File: src/rtl/control_sequencer.sv
// Purpose: instruction phase sequencer (fetch/decode/execute/mem/writeback) with pause, halt and illegal-ID handling.
// Latency: 4 cycles per non-memory instruction, 4+N for memory instructions (N = MEM cycles until mem_ready).
// Backpressure: mem_ready stalls in MEM with no timeout; a rising edge on enter releases PAUSE.
module control_sequencer #(
  parameter int                  ID_WIDTH     = 7,
  parameter logic [ID_WIDTH-1:0] MEM_FIRST_ID = ID_WIDTH'(7'h30),
  parameter logic [ID_WIDTH-1:0] MEM_LAST_ID  = ID_WIDTH'(7'h39)
) (
  input  logic                clock,
  input  logic                reset,
  input  logic [ID_WIDTH-1:0] id,
  input  logic                enter,
  input  logic                mem_ready,
  output logic [2:0]          state,
  output logic                ir_load,
  output logic                exec_en,
  output logic                mem_req,
  output logic                wb_en,
  output logic                pc_update,
  output logic                halted,
  output logic                waiting,
  output logic                illegal
);

  typedef enum logic [2:0] {
    ST_RESET     = 3'd0,
    ST_FETCH     = 3'd1,
    ST_DECODE    = 3'd2,
    ST_EXECUTE   = 3'd3,
    ST_MEM       = 3'd4,
    ST_WRITEBACK = 3'd5,
    ST_PAUSE     = 3'd6,
    ST_HALT      = 3'd7
  } state_t;

  // Special instruction IDs recognised in DECODE.
  localparam logic [ID_WIDTH-1:0] ID_PAUSE  = ID_WIDTH'(70);
  localparam logic [ID_WIDTH-1:0] ID_INPUT  = ID_WIDTH'(71);
  localparam logic [ID_WIDTH-1:0] ID_HLT    = ID_WIDTH'(75);
  localparam logic [ID_WIDTH-1:0] ID_RST    = ID_WIDTH'(100);
  localparam logic [ID_WIDTH-1:0] ID_ILL_LO = ID_WIDTH'(7'h7a);
  localparam logic [ID_WIDTH-1:0] ILL_SPAN  = ID_WIDTH'(6);

  // Illegal window 7a..7f tested as an offset so no comparison is constant at the top of the ID range.
  function automatic logic is_illegal(input logic [ID_WIDTH-1:0] v);
    logic [ID_WIDTH-1:0] off;
    off = v - ID_ILL_LO;
    return off < ILL_SPAN;
  endfunction

  state_t              state_q, state_d;
  logic [ID_WIDTH-1:0] id_q, id_d;
  logic                enter_prev_q, enter_prev_d;
  logic                enter_edge;
  logic                id_mem_q;
  logic                id_ill_q;

  assign enter_edge = enter & ~enter_prev_q;
  assign id_mem_q   = (id_q >= MEM_FIRST_ID) && (id_q <= MEM_LAST_ID);
  assign id_ill_q   = is_illegal(id_q);

  // Next-state selection; the ID is captured in DECODE and later phases consult only the captured copy.
  always_comb begin
    state_d      = state_q;
    id_d         = id_q;
    enter_prev_d = enter;
    case (state_q)
      ST_RESET:  state_d = ST_FETCH;
      ST_FETCH:  state_d = ST_DECODE;
      ST_DECODE: begin
        id_d = id;
        if (id == ID_HLT)                         state_d = ST_HALT;
        else if ((id == ID_PAUSE) || (id == ID_INPUT)) state_d = ST_PAUSE;
        else if (id == ID_RST)                    state_d = ST_RESET;
        else if (is_illegal(id))                  state_d = ST_WRITEBACK;
        else                                      state_d = ST_EXECUTE;
      end
      ST_EXECUTE:   state_d = id_mem_q ? ST_MEM : ST_WRITEBACK;
      ST_MEM:       state_d = mem_ready ? ST_WRITEBACK : ST_MEM;
      ST_WRITEBACK: state_d = ST_FETCH;
      ST_PAUSE:     state_d = enter_edge ? ST_EXECUTE : ST_PAUSE;
      ST_HALT:      state_d = ST_HALT;
      default:      state_d = ST_FETCH;
    endcase
  end

  // State register with synchronous reset taking priority over every transition.
  always_ff @(posedge clock) begin
    if (reset) begin
      state_q      <= ST_RESET;
      id_q         <= '0;
      enter_prev_q <= 1'b0;
    end else begin
      state_q      <= state_d;
      id_q         <= id_d;
      enter_prev_q <= enter_prev_d;
    end
  end

  // Strobes decode straight from the state flop (and the captured illegal bit), so they change only at the clock edge.
  assign state     = state_q;
  assign ir_load   = (state_q == ST_FETCH);
  assign exec_en   = (state_q == ST_EXECUTE);
  assign mem_req   = (state_q == ST_MEM);
  assign wb_en     = (state_q == ST_WRITEBACK) && !id_ill_q;
  assign pc_update = (state_q == ST_WRITEBACK);
  assign halted    = (state_q == ST_HALT);
  assign waiting   = (state_q == ST_PAUSE);
  assign illegal   = (state_q == ST_WRITEBACK) && id_ill_q;

endmodule
File: config.mk
export PLATFORM = sky130hd
export DESIGN_NAME = control_sequencer
export DESIGN_NICKNAME = d
export VERILOG_FILES = /design/src/rtl/control_sequencer.sv
export SDC_FILE = /design/constraint.sdc
export NUM_CORES = 1
export LEC_CHECK = 0
export CAP_MARGIN = 10
export CORE_UTILIZATION = 37
export CTS_CLUSTER_DIAMETER = 120
export DETAILED_ROUTE_END_ITERATION = 8
export PLACE_DENSITY = 0.71
export SYNTH_ARGS = -nofsm -noshare
export SYNTH_HDL_FRONTEND = slang
export SYNTH_SLANG_ARGS = --single-unit
File: constraint.sdc
create_clock -name clock -period 1.2 [get_ports clock]
set_input_delay 0.3 -clock clock [delete_from_list [all_inputs] [get_ports clock]]
set_output_delay 0.3 -clock clock [all_outputs]
set_load 0.1 [all_outputs]
==> results of run 1 <==
[what timing repair did]
action,4_1_cts,5_1_grt
resized for setup,22,5
setup endpoints to repair,20,20
hold endpoints to repair,0,0
pin swaps,9,3
setup buffers,5,4
[metrics by stage]
step                hold slack (ps)  worst slack (ps)  TNS, ps  power (uW)
global route                    526              -496    -6650        2720
CTS                             543              -467    -4730        2490
finish                          499              -457    -5970        2630
detailed placement              531              -422    -2170        2000
floorplan                       428              -669    -4830        1440
global placement                480              -407    -1920        1970
[flip-flops by register name, summed over array words and instances (netlist names)]
register and cells:
enter_prev_q 1, state 3, id_q 6
[Yosys cell counts, types with 2 or more instances]
library cell	n
sky130_fd_sc_hd__o31a_1	2
sky130_fd_sc_hd__buf_6	3
sky130_fd_sc_hd__nor2_1	10
sky130_fd_sc_hd__and3_1	2
sky130_fd_sc_hd__nand2_1	4
sky130_fd_sc_hd__o21ai_0	2
sky130_fd_sc_hd__clkbuf_1	2
sky130_fd_sc_hd__nor2b_1	2
sky130_fd_sc_hd__dfxtp_1	10
sky130_fd_sc_hd__o21ai_1	3
sky130_fd_sc_hd__nand3b_1	4
sky130_fd_sc_hd__a21oi_1	5
sky130_fd_sc_hd__mux2i_1	6
sky130_fd_sc_hd__a31oi_1	2
[path summary, 6_finish.rpt]
path / depth (start not counted) / endpoint / slack (ps) / startpoint
min: 4 / id_q[5] / 500 / id[5]
max: 4 / illegal / -460 / state[1]
max reg2reg: 8 / id_q[1] / -380 / state[1]
min reg2reg: 2 / id_q[3] / 550 / id_q[3]
[tightest hold or removal path, cell delays in order]
cell and delay [ps]:
sky130_fd_sc_hd__dlymetal6s2s_1 170, sky130_fd_sc_hd__buf_4 140, sky130_fd_sc_hd__mux2i_1 60, sky130_fd_sc_hd__nor2_1 70
[per-layer routing]
metal | vias up | global-route usage | wire (um)
li1 | 356 | - | -
met1 | 339 | 0.270 | 792
met2 | 29 | 0.475 | 1220
met3 | 4 | 0.0345 | 79
met4 | 0 | 0.0774 | 38
met5 | - | 0 | 0
[final cells by class]
cell class                      instances  share of cell area
Multi-Input combinational cell         54               0.334
Sequential cell                        10               0.159
Timing Repair Buffer                   54               0.456
Tap cell                               16              0.0151
Inverter                                2              0.0160
Clock buffer                            4              0.0198
[logic make-up after synthesis]
kind of cell / Yosys count / synth area share
mux: 6 / 0.101
compound gates: 15 / 0.148
flops: 10 / 0.338
simple gates: 33 / 0.330
buf+inv: 7 / 0.0824
[placed cells by master, fill, tap and decap left out, drive strengths merged, types with 2 or more instances in the layout]
cell,Yosys,routed
and3,3,3
o21ai,5,5
mux2i,6,6
clkdlybuf4s50,0,4
buf,3,44
a21oi,5,5
dlygate4sd2,0,4
nor2b,2,2
dlymetal6s2s,0,2
nor3b,2,2
o31a,2,2
nand3b,4,4
dfxtp,10,10
nor2,10,10
nand2,4,4
a31oi,2,2
clkbuf,2,4
[power groups by stage]
stage                     Combinational [uW]  Clock (uW)  Sequential, uW
final                                   1900         254             475
after global routing                    1970         266             480
after CTS                               1770         245             471
after detailed placement                1530           0             473
after global placement                  1500           0             467
after floorplan                          714           0             730
==> results.yml, run 1 <==
floorplan:
  fp.dieH_um: 42.0
  pin_count: 22
  start_util: 0.393
  num_rows: 14
  die_width_um: 42.0
  floorplan.die_area_mm2: 0.00176
  core_mm2: 0.00151
cells_and_area:
  insertedDiodeCount: 0
  final_cell_area_mm2: 0.00133
  layout-drive-gt1-share: 0.540
  fin_util: 0.882
  final_net_count: 136
  multiInputGateArea_um2: 444
  regArea_um2: 211
  final.fill_count: 75
  finalNonFillerCells: 140
  synthToLayoutAreaGrowth_pct: 125
route:
  dr_total_vias: 728
  drt_iter0_drc: 19
  detail-route-antenna-nets: 0
  detail_route.wl_per_cell_um: 15.2
  routed_wl_um: 2130
  dr.pass1.iters: 4
  routed_via_density: 5.20
  route.detailed.drc: 0
power_and_ir_drop:
  irDropWorstVdd_mv: 1.23
  sequentialPowerShare: 0.181
  power-per-cell-area_mw_per_mm2: 1980
  cell_int_power_uw: 1450
  power.static_leakage_uw: 0.000587
  p_clk_frac: 0.097
  power.net_switching_uw: 1170
  switching_share: 0.447
  power.combinational.fraction: 0.723
synth:
  synth_largest_area_cell: "sky130_fd_sc_hd__dfxtp_1"
  synthesis.nets: 82
  synth_area_leaders: "sky130_fd_sc_hd__dfxtp_1, sky130_fd_sc_hd__mux2i_1, sky130_fd_sc_hd__nor2_1"
  syn_inst: 71
  yosys_warnings: 0
  async_sr_flop_fraction: 0
  synth.top_cell.area_share: 0.338
  synth_cell_types: 28
  synth_area_um2: 592
  synth-main-ff-cell: "sky130_fd_sc_hd__dfxtp_1"
  number_of_synthesized_flops_with_an_enable_pin: 0
  avgSynthCellArea_um2: 8.34
  yosysSeqAreaShare: 0.338
  yosys_reg_bits: 10
worst_setup_path:
  critical_path.cell_chain: "nand3b_1 > bufinv_8 > and3_4 > buf_12"
  setup.worst_path.class: "reg2out"
  critical_path.max_stage_delay_ps: 340
  critical_path.endpoint_type: "primary output"
  critPathBufInv: 2
  arrival_ps: 1360
  timing.critical_path.max_delay_family: "simple AND/OR/NAND/NOR gates"
  critical_path.slowest_cell: "sky130_fd_sc_hd__dfxtp_4"
  cp.required_ps: 900
  critical_path.max_fanout: 2
  worstSetupStartpointType: "flop"
placed_design:
  placed_cells: 127
  buffers_added_on_ports: 21
  post_dp_cell_area_mm2: 0.00114
  detailed_place_hpwl_um: 1350
  place.gp.congestion: 0.732
sta:
  max_slew.worst_pin.slew_ps: 254
  clock-skew-final_ps: 6.79
  final_hold_viol_count: 0
  grt_setup_unrepaired: "true"
  final-max-slew-violation-count: 0
  final_period_minus_worst_setup_slack_ps: 1660
  setup_viol_count_final: 20
  achievable-frequency_ghz: 0.603
  maxSlewHeadroom: 0.830
  setup_slack_ps: -457
  post-route-period-util: 1.38
cts:
  cts_tree: "yes"
  htree_levels: 1
  cts_hold_repair.buffers: 0
  clockBufferDepth: 2
  root_buffer: "sky130_fd_sc_hd__clkbuf_4"
  cts_sinks: 10
  insertion_delay_ps: 270
  worst_setup_hold_path_clk_slew_ps: 70
  cts_inserted_buffers: 3
global_routing:
  grt_use_total: 0.245
  grt_remaining_overflow: 0
  grt_start_max_net_pins: 10
  global_route_wire_length_before_repair_um: 3280
  antenna_found_initial: 0
  first_global_vias: 746
outcome:
  failed_checks: "negative setup slack"
  outcome: "finished, violations left"
worst_hold_path:
  holdCritPathClass: "in2reg"
run:
  max_cap_violations: 0
Note: power is estimated with default switching activity, not from simulation.
==> inputs of run 2 (changes only) <==
--- a/config.mk
+++ b/config.mk
@@ -6,10 +6,9 @@
 export NUM_CORES = 1
 export LEC_CHECK = 0
 export CAP_MARGIN = 10
-export CORE_UTILIZATION = 37
+export CORE_UTILIZATION = 25
 export CTS_CLUSTER_DIAMETER = 120
 export DETAILED_ROUTE_END_ITERATION = 8
-export PLACE_DENSITY = 0.71
 export SYNTH_ARGS = -nofsm -noshare
 export SYNTH_HDL_FRONTEND = slang
 export SYNTH_SLANG_ARGS = --single-unit
==> run 2 against run 1 <==
Against the previous run: the run still ends with negative setup slack left; fmax decreased by 1.2%; combinational power decreased by 8%; final area decreased by 2.5%; sequential share of layout area increased by 0.42 points; sequential power about the same; die area increased by 45%; first-iteration DRC count decreased by 74%; via count decreased by 8.4%; final cell count increased by 5.0%; highest routed layer unchanged; clock skew decreased by 2.4 ps; critical endpoint unchanged; largest cell class unchanged; clock power decreased by 2%; critical path type unchanged; non-clock buffer count decreased by 5.
==> results.yml, run 2 (synthesis results as in run 1) <==
cts:
  root_buffer: "sky130_fd_sc_hd__clkbuf_4"
  worst_setup_hold_path_clk_slew_ps: 70
  cts_sinks: 10
  cts_tree: "yes"
  cts_inserted_buffers: 3
  clockBufferDepth: 2
  cts_hold_repair.buffers: 0
  insertion_delay_ps: 270
  htree_levels: 1
global_routing:
  antenna_found_initial: 0
  grt_remaining_overflow: 0
  grt_start_max_net_pins: 10
  global_route_wire_length_before_repair_um: 2750
  first_global_vias: 678
  grt_use_total: 0.146
cells_and_area:
  largest-register: "id_q"
  finalNonFillerCells: 147
  final_cell_area_mm2: 0.00129
  fin_util: 0.585
  largest_register_ff_count: 6
  most_common_cell_after_layout_fill_and_taps_aside: "sky130_fd_sc_hd__buf_4"
  synthToLayoutAreaGrowth_pct: 119
  insertedDiodeCount: 0
  final.fill_count: 201
  layout_common_cells: "sky130_fd_sc_hd__buf_4, sky130_fd_sc_hd__buf_12, sky130_fd_sc_hd__nor2_1"
  layout-drive-gt1-share: 0.513
  final_net_count: 131
floorplan:
  pin_count: 22
  die_width_um: 50.7
  num_rows: 17
  fp.dieH_um: 50.7
  floorplan.die_area_mm2: 0.00257
  start_util: 0.268
  core_mm2: 0.00221
worst_setup_path:
  worstSetupStartpointType: "flop"
  critical_path.cell_chain: "nand3b_1 > bufinv_8 > and3_4 > buf_12"
  arrival_ps: 1380
  critical_path.slowest_cell: "sky130_fd_sc_hd__dfxtp_4"
  critical_path.max_fanout: 2
  setup.worst_path.class: "reg2out"
  critical_path.max_stage_delay_ps: 340
  cp.required_ps: 900
  critical_path.endpoint_type: "primary output"
sta:
  final-max-slew-violation-count: 0
  maxSlewHeadroom: 0.847
  setup_slack_ps: -477
  achievable-frequency_ghz: 0.596
  setup_viol_count_final: 20
  final_hold_viol_count: 0
  finalHoldWorstSlack_ps: 388
  max_slew.worst_pin.slew_ps: 229
  tns_ps: -5170
  grt_setup_unrepaired: "true"
  clock-skew-final_ps: 4.35
  final_period_minus_worst_setup_slack_ps: 1680
  post-route-period-util: 1.40
placed_design:
  place.gp.congestion: 0.830
  buffers_added_on_ports: 21
  placed_cells: 136
  detailed_place_hpwl_um: 1290
  post_dp_cell_area_mm2: 0.00113
route:
  route.detailed.drc: 0
  detail_route.wl_per_cell_um: 11.8
  drt_iter0_drc: 5
  dr_total_vias: 667
  routed_wl_um: 1730
  routed_via_density: 4.54
  detail-route-antenna-nets: 0
  dr.pass1.iters: 3
run:
  max_cap_violations: 0
outcome:
  outcome: "finished, violations left"
  failed_checks: "negative setup slack"
power_and_ir_drop:
  irDropWorstVdd_mv: 1.50
  power-per-cell-area_mw_per_mm2: 1910
  power.static_leakage_uw: 0.000561
worst_hold_path:
  holdCritPathClass: "in2reg"
[run 2: area by class of cell]
class,count,area (um2),share of cell area
multi-input combinational,54,430,0.332
tap,28,35.0,0.0271
clock buffer,4,26.3,0.0203
timing repair buffer,49,571,0.441
sequential,10,211,0.163
inverter,2,21.3,0.0164
[run 2: metrics by stage]
stage                     setup WS (ps)  total power (uW)
after floorplan                    -669              1440
after global placement             -411              1930
after detailed placement           -466              1950
after CTS                          -491              2320
after global routing               -527              2620
final                              -477              2480
[run 2: path summary, 6_finish.rpt]
check            from  endpoint  slack (ps)  depth (start not counted)
max reg2reg  state[1]  state[0]        -280                          8
min             id[5]   id_q[5]         390                          3
max          state[1]   illegal        -480                          4
min reg2reg   id_q[2]   id_q[2]         500                          2
[run 2: repair_timing]
action,4_1_cts,5_1_grt
buffers inserted,4,3
endpoints found under the setup margin,20,20
pin swaps,8,7
endpoints found under the hold margin,0,0
resized for setup,12,15
[run 2: power breakdown]
group	switching [uW]	internal [uW]	leakage, uW
clock network	121	129	0.0000150
logic	935	820	0.000463
registers	48.7	424	0.0000838
[run 2: worst max-delay path, delay by kind of cell, from the launching register on]
family        cells  cell delay, ps
simple gates      2             390
buf+inv           2             380
flops             1             340
[run 2: per-layer routing]
| metal | global-route usage | vias to the layer above | share of wire |
|---|---|---|---|
| met5 | 0 | - | 0 |
| met4 | 0.0833 | 0 | 0.016 |
| met3 | 0.0333 | 3 | 0.047 |
| met2 | 0.267 | 21 | 0.53 |
| met1 | 0.150 | 298 | 0.41 |
| li1 | - | 345 | - |
